<file path="config.mk">
export PLATFORM = sky130hd
export DESIGN_NAME = beep_sequencer
export DESIGN_NICKNAME = d
export VERILOG_FILES = /design/src/rtl/beep_sequencer.sv
export SDC_FILE = /design/constraint.sdc
export NUM_CORES = 1
export LEC_CHECK = 0
export CAP_MARGIN = 10
export CORE_ASPECT_RATIO = 0.7
export CORE_UTILIZATION = 50
export CTS_CLUSTER_SIZE = 28
export DETAILED_ROUTE_END_ITERATION = 16
export PLACE_DENSITY = 0.78
export SKIP_CTS_REPAIR_TIMING = 1
export SYNTH_ARGS = -nofsm -noshare
export SYNTH_HDL_FRONTEND = slang
export SYNTH_SLANG_ARGS = --single-unit
</file>
<file path="constraint.sdc">
create_clock -name clk -period 2.75 [get_ports clk]
set_input_delay 0.55 -clock clk [delete_from_list [all_inputs] [get_ports clk]]
set_output_delay 0.55 -clock clk [all_outputs]
set_load 0.01 [all_outputs]
</file>
<file path="src/rtl/beep_sequencer.sv">
// Fixed-priority multi-channel speaker beeper: trigger edges queue beeps, played one at a time with a gap.
// Optional BEEP_PREEMPT_EN: a lower-index request aborts a tone in progress (never a gap).
//   state | meaning
//   IDLE  | nothing playing; grants lowest pending channel
//   TONE  | square wave for the latched duration
//   GAP   | silent spacing; done pulses on its last cycle
module beep_sequencer #(
    parameter int N_CH = 2,
    parameter int HALF_W = 16,
    parameter int DUR_W = 25,
    parameter int GAP_CYC = 1000000,
    parameter logic [N_CH-1:0] EDGE_MODE = N_CH'(2'b10),
    parameter int BOOT_BEEP = 1,
    localparam int CH_W = $clog2(N_CH) + 1
) (
    input  logic                   clk,
    input  logic                   rst_n,
    input  logic [N_CH-1:0]        trig,
    input  logic [N_CH*HALF_W-1:0] half_period,
    input  logic [N_CH*DUR_W-1:0]  duration,
    input  logic                   mute,
    output logic                   speaker,
    output logic                   busy,
    output logic [CH_W-1:0]        active_ch,
    output logic                   done
);
    localparam int GAP_W = $clog2(GAP_CYC + 1);

    typedef enum logic [1:0] {
        IDLE = 2'd0,
        TONE = 2'd1,
        GAP  = 2'd2
    } state_t;

    state_t            state;
    logic              rst_meta;
    logic              rst_sync_n;
    logic [N_CH-1:0]   trig_s1;
    logic [N_CH-1:0]   trig_s2;
    logic [N_CH-1:0]   trig_prev;
    logic [N_CH-1:0]   edge_q;
    logic [N_CH-1:0]   pending;
    logic [N_CH-1:0]   grant_oh;
    logic              grant_found;
    logic [CH_W-1:0]   grant_idx;
    logic [HALF_W-1:0] half_sel;
    logic [DUR_W-1:0]  dur_sel;
    logic              preempt;
    logic              do_grant;
    logic [HALF_W-1:0] half_lat;
    logic [HALF_W-1:0] half_cnt;
    logic [DUR_W-1:0]  dur_cnt;
    logic [GAP_W-1:0]  gap_cnt;
    logic              tone;

    // Reset asserts asynchronously but releases on the clock.
    always_ff @(posedge clk or negedge rst_n) begin
        if (!rst_n) begin
            rst_meta   <= 1'b0;
            rst_sync_n <= 1'b0;
        end else begin
            rst_meta   <= 1'b1;
            rst_sync_n <= rst_meta;
        end
    end

    always_ff @(posedge clk or negedge rst_sync_n) begin
        if (!rst_sync_n) begin
            trig_s1   <= '0;
            trig_s2   <= '0;
            trig_prev <= '0;
            edge_q    <= '0;
        end else begin
            trig_s1   <= trig;
            trig_s2   <= trig_s1;
            trig_prev <= trig_s2;
            // Any-edge channels take both directions, the rest only rising.
            edge_q    <= (trig_s2 ^ trig_prev) & (EDGE_MODE | trig_s2);
        end
    end

    always_comb begin
        grant_found = 1'b0;
        grant_idx   = '0;
        grant_oh    = '0;
        half_sel    = '0;
        dur_sel     = '0;
        for (int i = N_CH - 1; i >= 0; i--) begin
            if (pending[i]) begin
                grant_found = 1'b1;
                grant_idx   = CH_W'(i);
                grant_oh    = '0;
                grant_oh[i] = 1'b1;
                half_sel    = half_period[i*HALF_W +: HALF_W];
                dur_sel     = duration[i*DUR_W +: DUR_W];
            end
        end
    end

`ifdef BEEP_PREEMPT_EN
    assign preempt = (state == TONE) && grant_found && (grant_idx < active_ch);
`else
    assign preempt = 1'b0;
`endif
    assign do_grant = ((state == IDLE) && grant_found) || preempt;

    always_ff @(posedge clk or negedge rst_sync_n) begin
        if (!rst_sync_n) begin
            state     <= IDLE;
            pending   <= N_CH'(BOOT_BEEP != 0);
            active_ch <= '0;
            busy      <= 1'b0;
            done      <= 1'b0;
            speaker   <= 1'b0;
            tone      <= 1'b0;
            half_lat  <= '0;
            half_cnt  <= '0;
            dur_cnt   <= '0;
            gap_cnt   <= '0;
        end else begin
            pending <= (pending & ~(do_grant ? grant_oh : '0)) | edge_q;
            done    <= 1'b0;
            if (do_grant) begin
                active_ch <= grant_idx;
                half_lat  <= half_sel;
                half_cnt  <= (half_sel == '0) ? '0 : half_sel - HALF_W'(1);
                dur_cnt   <= dur_sel;
                tone      <= 1'b0;
                speaker   <= 1'b0;
                busy      <= 1'b1;
                if (dur_sel == '0) begin
                    state   <= GAP;
                    gap_cnt <= GAP_W'(GAP_CYC - 1);
                    done    <= (GAP_CYC == 1);
                end else begin
                    state <= TONE;
                end
            end else begin
                case (state)
                    TONE: begin
                        if (dur_cnt <= DUR_W'(1)) begin
                            state   <= GAP;
                            gap_cnt <= GAP_W'(GAP_CYC - 1);
                            done    <= (GAP_CYC == 1);
                            tone    <= 1'b0;
                            speaker <= 1'b0;
                        end else begin
                            dur_cnt <= dur_cnt - DUR_W'(1);
                            // A zero half-period holds the tone low for a silent beep.
                            if (half_lat != '0 && half_cnt == '0) begin
                                half_cnt <= half_lat - HALF_W'(1);
                                tone     <= ~tone;
                                speaker  <= ~tone & ~mute;
                            end else begin
                                if (half_lat != '0)
                                    half_cnt <= half_cnt - HALF_W'(1);
                                speaker <= tone & ~mute;
                            end
                        end
                    end
                    GAP: begin
                        speaker <= 1'b0;
                        if (gap_cnt == '0) begin
                            state <= IDLE;
                            busy  <= 1'b0;
                        end else begin
                            gap_cnt <= gap_cnt - GAP_W'(1);
                            done    <= (gap_cnt == GAP_W'(1));
                        end
                    end
                    default: begin
                        state   <= IDLE;
                        busy    <= 1'b0;
                        speaker <= 1'b0;
                        tone    <= 1'b0;
                    end
                endcase
            end
        end
    end
endmodule

</file>
==> summary.md <==
| Metric | Value |
|---|---|
| Outcome | `finished, violations left` |
| Failing checks | `negative setup slack` |
| EDFF count, synth | `0` |
| Most frequent cells in the layout | `94 x dfrtp_1, 91 x buf_4, 90 x clkdlybuf4s50_1` |
| Worst r2r path cells | `11` |
| Critical path endpoint | `gap_cnt[7]$_DFFE_PN0P_` |
| Syn_nets | `around 810` |
| Final layout net count | `slightly below 1,000` |
| Seq cells post-synth | `96` |
| WP data arrival | `2980 ps` |
| Grt total ovfl | `0` |
| Leak | `3.20 nW` |
| RSZ-0062 raised after global routing | `true` |
| Core area | `11,900 µm²` |
| Critical path buffers and inverters | `3` |
| Area Overhead vs Synth | `35.3%` |
| Total routed wirelength | `20,100 µm` |
| Critical Path Source | `duration[12]` |
| Crit path max fanout | `5` |
| Final Hold Vio Count | `0` |
| CP Capture Type | `flip-flop` |
| Reg-to-reg critical path startpoint | `half_cnt[9]$_DFFE_PN0P_` |
| # DRC | `0` |
| Top FF cell, synth | `dfrtp_1` |
| Worst skew pair latency | `350 ps` |
| Cells after DPL | `1,009` |
| Switching share of power | `0.235` |
| Share of cells above drive strength 1 | `0.192` |
| Die height | `~95 µm` |
| Crit path launch type | `input port` |
| Worst vdd ir | `between 0.0002 and 0.0003 V` |
| Initial antenna violation count | `0` |
| Vias in the first global route | `6,098` |
| Sequential area share after synthesis | `0.391` |
| Max incr delay on CP | `440 ps` |
| Total CTS buffers | `9` |
| Critical path cell sequence | `clkdlybuf4s50_1 -> nand2b_1 -> or4_4 -> a32oi_2 -> a41oi_2 -> buf_6 -> or2_1 -> buf_4 -> o31ai_2 -> a21oi_1` |
| Tot GR Track Use | `0.321` |
| CTS tree | `built` |
| Clock group share of total power | `0.417` |
| N_diodes | `0` |
| Final GP Congestion | `around 0.9` |
| Largest net degree at the start of global routing | `86` |
| Final setup fails | `3` |
| DR WL/cell | `19.5 µm` |
| Worst R2R End | `half_cnt[8]$_DFFE_PN0P_` |
| Sequential share of power | `0.491` |
| Setup slack, reg-to-reg | `-10 ps` |
| First-pass GRT wire length | `~32,000 µm` |
| H-tree level count | `3` |
| Post-layout minimum cycle time | `2760 ps` |
| Port buffer count | `90` |
| Finished Layout Cells | `about 1,000` |
| Die X | `between 100 and 150 µm` |
| Sw Pwr | `0.687 mW` |
| Count of pins over their slew limit | `0` |
| Count of different cell masters after synthesis | `76` |
| Critical-path top delay cell | `or4_4` |
| Worst EP required | `just under 3000 ps` |
| Synth Instances | `around 700` |
| Crit path depth | `10` |
| Comb power frac | `0.092` |
| Detailed Routing Iterations Pass 1 | `6` |
| Most common cell after layout, fill and taps aside | `dfrtp_1` |
| Vias/cell | `6.43` |
| Via count | `6,625` |
| Max cap viols | `0` |
| Hold WS | `323 ps` |
| Pwr dens | `351 nW/µm²` |
| DP Area | `approximately 7800 µm²` |
| Die Area | `12,700 µm²` |
| Synthesized cell area | `6140 µm²` |
| Cell internal pwr | `about 2.2 mW` |
| Synthesized area per cell | `8.63 µm²` |
| Iter 0 DRT Violations | `764` |
| Max Freq | `362 MHz` |
| Placed wire-length estimate | `between 10,000 and 15,000 µm` |
| Slew HR | `0.558` |
| Setup TNS | `-22.7 ps` |
| Cell row count | `33` |
| Post-route cell area | `8310 µm²` |
| # IOs | `92` |
| Setup Skew | `between 6 and 7 ps` |
| Setup WS post-layout | `-11.5 ps` |
| CTS Sinks | `96` |
| Worst min-delay path category | `flip-flop to asynchronous set/reset pin` |
| Yosys warns | `0` |
| Final ANT Viol Nets | `0` |
| Tcrit/Tclk final | `1.00` |
| Worst-path clk slew | `70 ps` |
| WS Path Type | `input port to flip-flop` |
| Clk buf depth | `2` |
| Ys async rst share | `1.00` |
| Tightest Pin Transition | `658 ps` |
| Fill cells | `874` |
| Root Buffer | `clkbuf_16` |
| CP delay by family, top | `simple AND/OR/NAND/NOR gates` |
| Starting Density | `0.518` |
layout make-up:
class                           instances  area [µm²]  share of cell area
Clock inverter                          5        40.0             0.00482
Timing Repair Buffer                  189        1700               0.205
Tap cell                              157         196              0.0236
Clock buffer                           11         243              0.0292
Multi-Input combinational cell        563        3680               0.443
Inverter                               10        37.5             0.00452
Sequential cell                        96        2410               0.290
per-layer routing:
layer | vias up | wire, µm | track usage | share of wire
met2 | 393 | 9020 | 0.484 | 0.45
met5 | - | 0 | 0 | 0
met1 | 3174 | 8890 | 0.463 | 0.44
li1 | 3026 | - | - | -
met4 | 0 | 283 | 0.0852 | 0.014
met3 | 32 | 1910 | 0.0698 | 0.095
cell families (layout without fill, tap and decap cells):
family | count (synthesis) | count (layout) | synth area share
fa+ha+maj | 7 | 7 | 0.0143
buf+inv | 53 | 215 | 0.0377
simple gates | 280 | 280 | 0.244
other cells | 2 | 2 | 0.00122
mux | 5 | 5 | 0.00815
flops | 96 | 96 | 0.391
compound gates | 241 | 241 | 0.263
xor+xnor | 28 | 28 | 0.0399
sequential cells by signal, indices dropped and copies added, names as in the netlist, 2 cells and up:
| signal | cells |
|---|---|
| dur_cnt | 25 |
| edge_q | 2 |
| gap_cnt | 20 |
| half_cnt | 16 |
| half_lat | 16 |
| pending | 2 |
| state | 2 |
| trig_prev | 2 |
| trig_s1 | 2 |
| trig_s2 | 2 |
worst min-delay path by stage:
stage | start | to | slack, ps | depth (start not counted)
after floorplan | rst_n | rst_meta$_DFF_PN0_ | 250 | 0
after global placement | rst_sync_n$_DFF_PN0_ | trig_s1[1]$_DFF_PN0_ | 330 | 0
after detailed placement | rst_sync_n$_DFF_PN0_ | trig_s1[1]$_DFF_PN0_ | 340 | 0
after CTS | rst_sync_n$_DFF_PN0_ | trig_s1[1]$_DFF_PN0_ | 350 | 0
after global routing | rst_n | rst_meta$_DFF_PN0_ | 360 | 1
final | rst_sync_n$_DFF_PN0_ | trig_s1[1]$_DFF_PN0_ | 320 | 0
metrics by stage:
stage	power [mW]	utilization	worst slack, ps
after detailed placement	1.73	0.661	-358
after CTS	2.93	0.685	-72.8
after global routing	3.02	0.701	-110
final	2.92	0.701	-11.5
after floorplan	1.53	-	-50.6
after global placement	1.72	0.661	-264
worst register-to-register path, delay by kind of cell (launching register included):
kind | cells | cell delay [ps]
AOI/OAI and AO/OA | 3 | 270
DFF | 1 | 390
adders and majority gates | 1 | 200
and+or+nand+nor | 6 | 1570
muxes | 1 | 200
synth_stat cells (4+ instances only):
library cell  count  area [µm²]
a211oi_1          6        45.0
clkbuf_1         26        97.6
nand3_1          14        70.1
nor3_1           29         145
nor2b_1           6        37.5
o31ai_1           8        60.1
a22oi_1          21         158
nand2_1          73         274
a31oi_1          10        62.6
a221oi_1          8        70.1
or3_1            12        75.1
xnor2_1          19         166
mux2i_1           5        50.1
o31a_1            4        35.0
nand4_1           9        56.3
a32oi_1           5        43.8
a22o_1           16         140
inv_1            10        37.5
nor2_1           63         236
dfrtp_1          95        2380
a311oi_1          4        35.0
nand2b_1          7        43.8
xor2_1            9        78.8
buf_2             8        40.0
nor4_1           22         138
buf_1             4        15.0
o21ai_1          12        60.1
buf_4             4        30.0
ha_1              7        87.6
o211ai_1         10        75.1
a21oi_1          45         225
o21ai_0          54         270
or4_1             8        60.1
o22ai_1           4        25.0
and3_1            6        37.5
power by group through the flow:
stage | sequential [mW] | combinational (mW) | clock [mW]
after floorplan | 1.47 | 0.0581 | 0
after global placement | 1.46 | 0.259 | 0
after detailed placement | 1.46 | 0.264 | 0
after CTS | 1.44 | 0.264 | 1.23
after global routing | 1.44 | 0.287 | 1.29
final | 1.43 | 0.269 | 1.22
(Power assumes the default switching activity.)
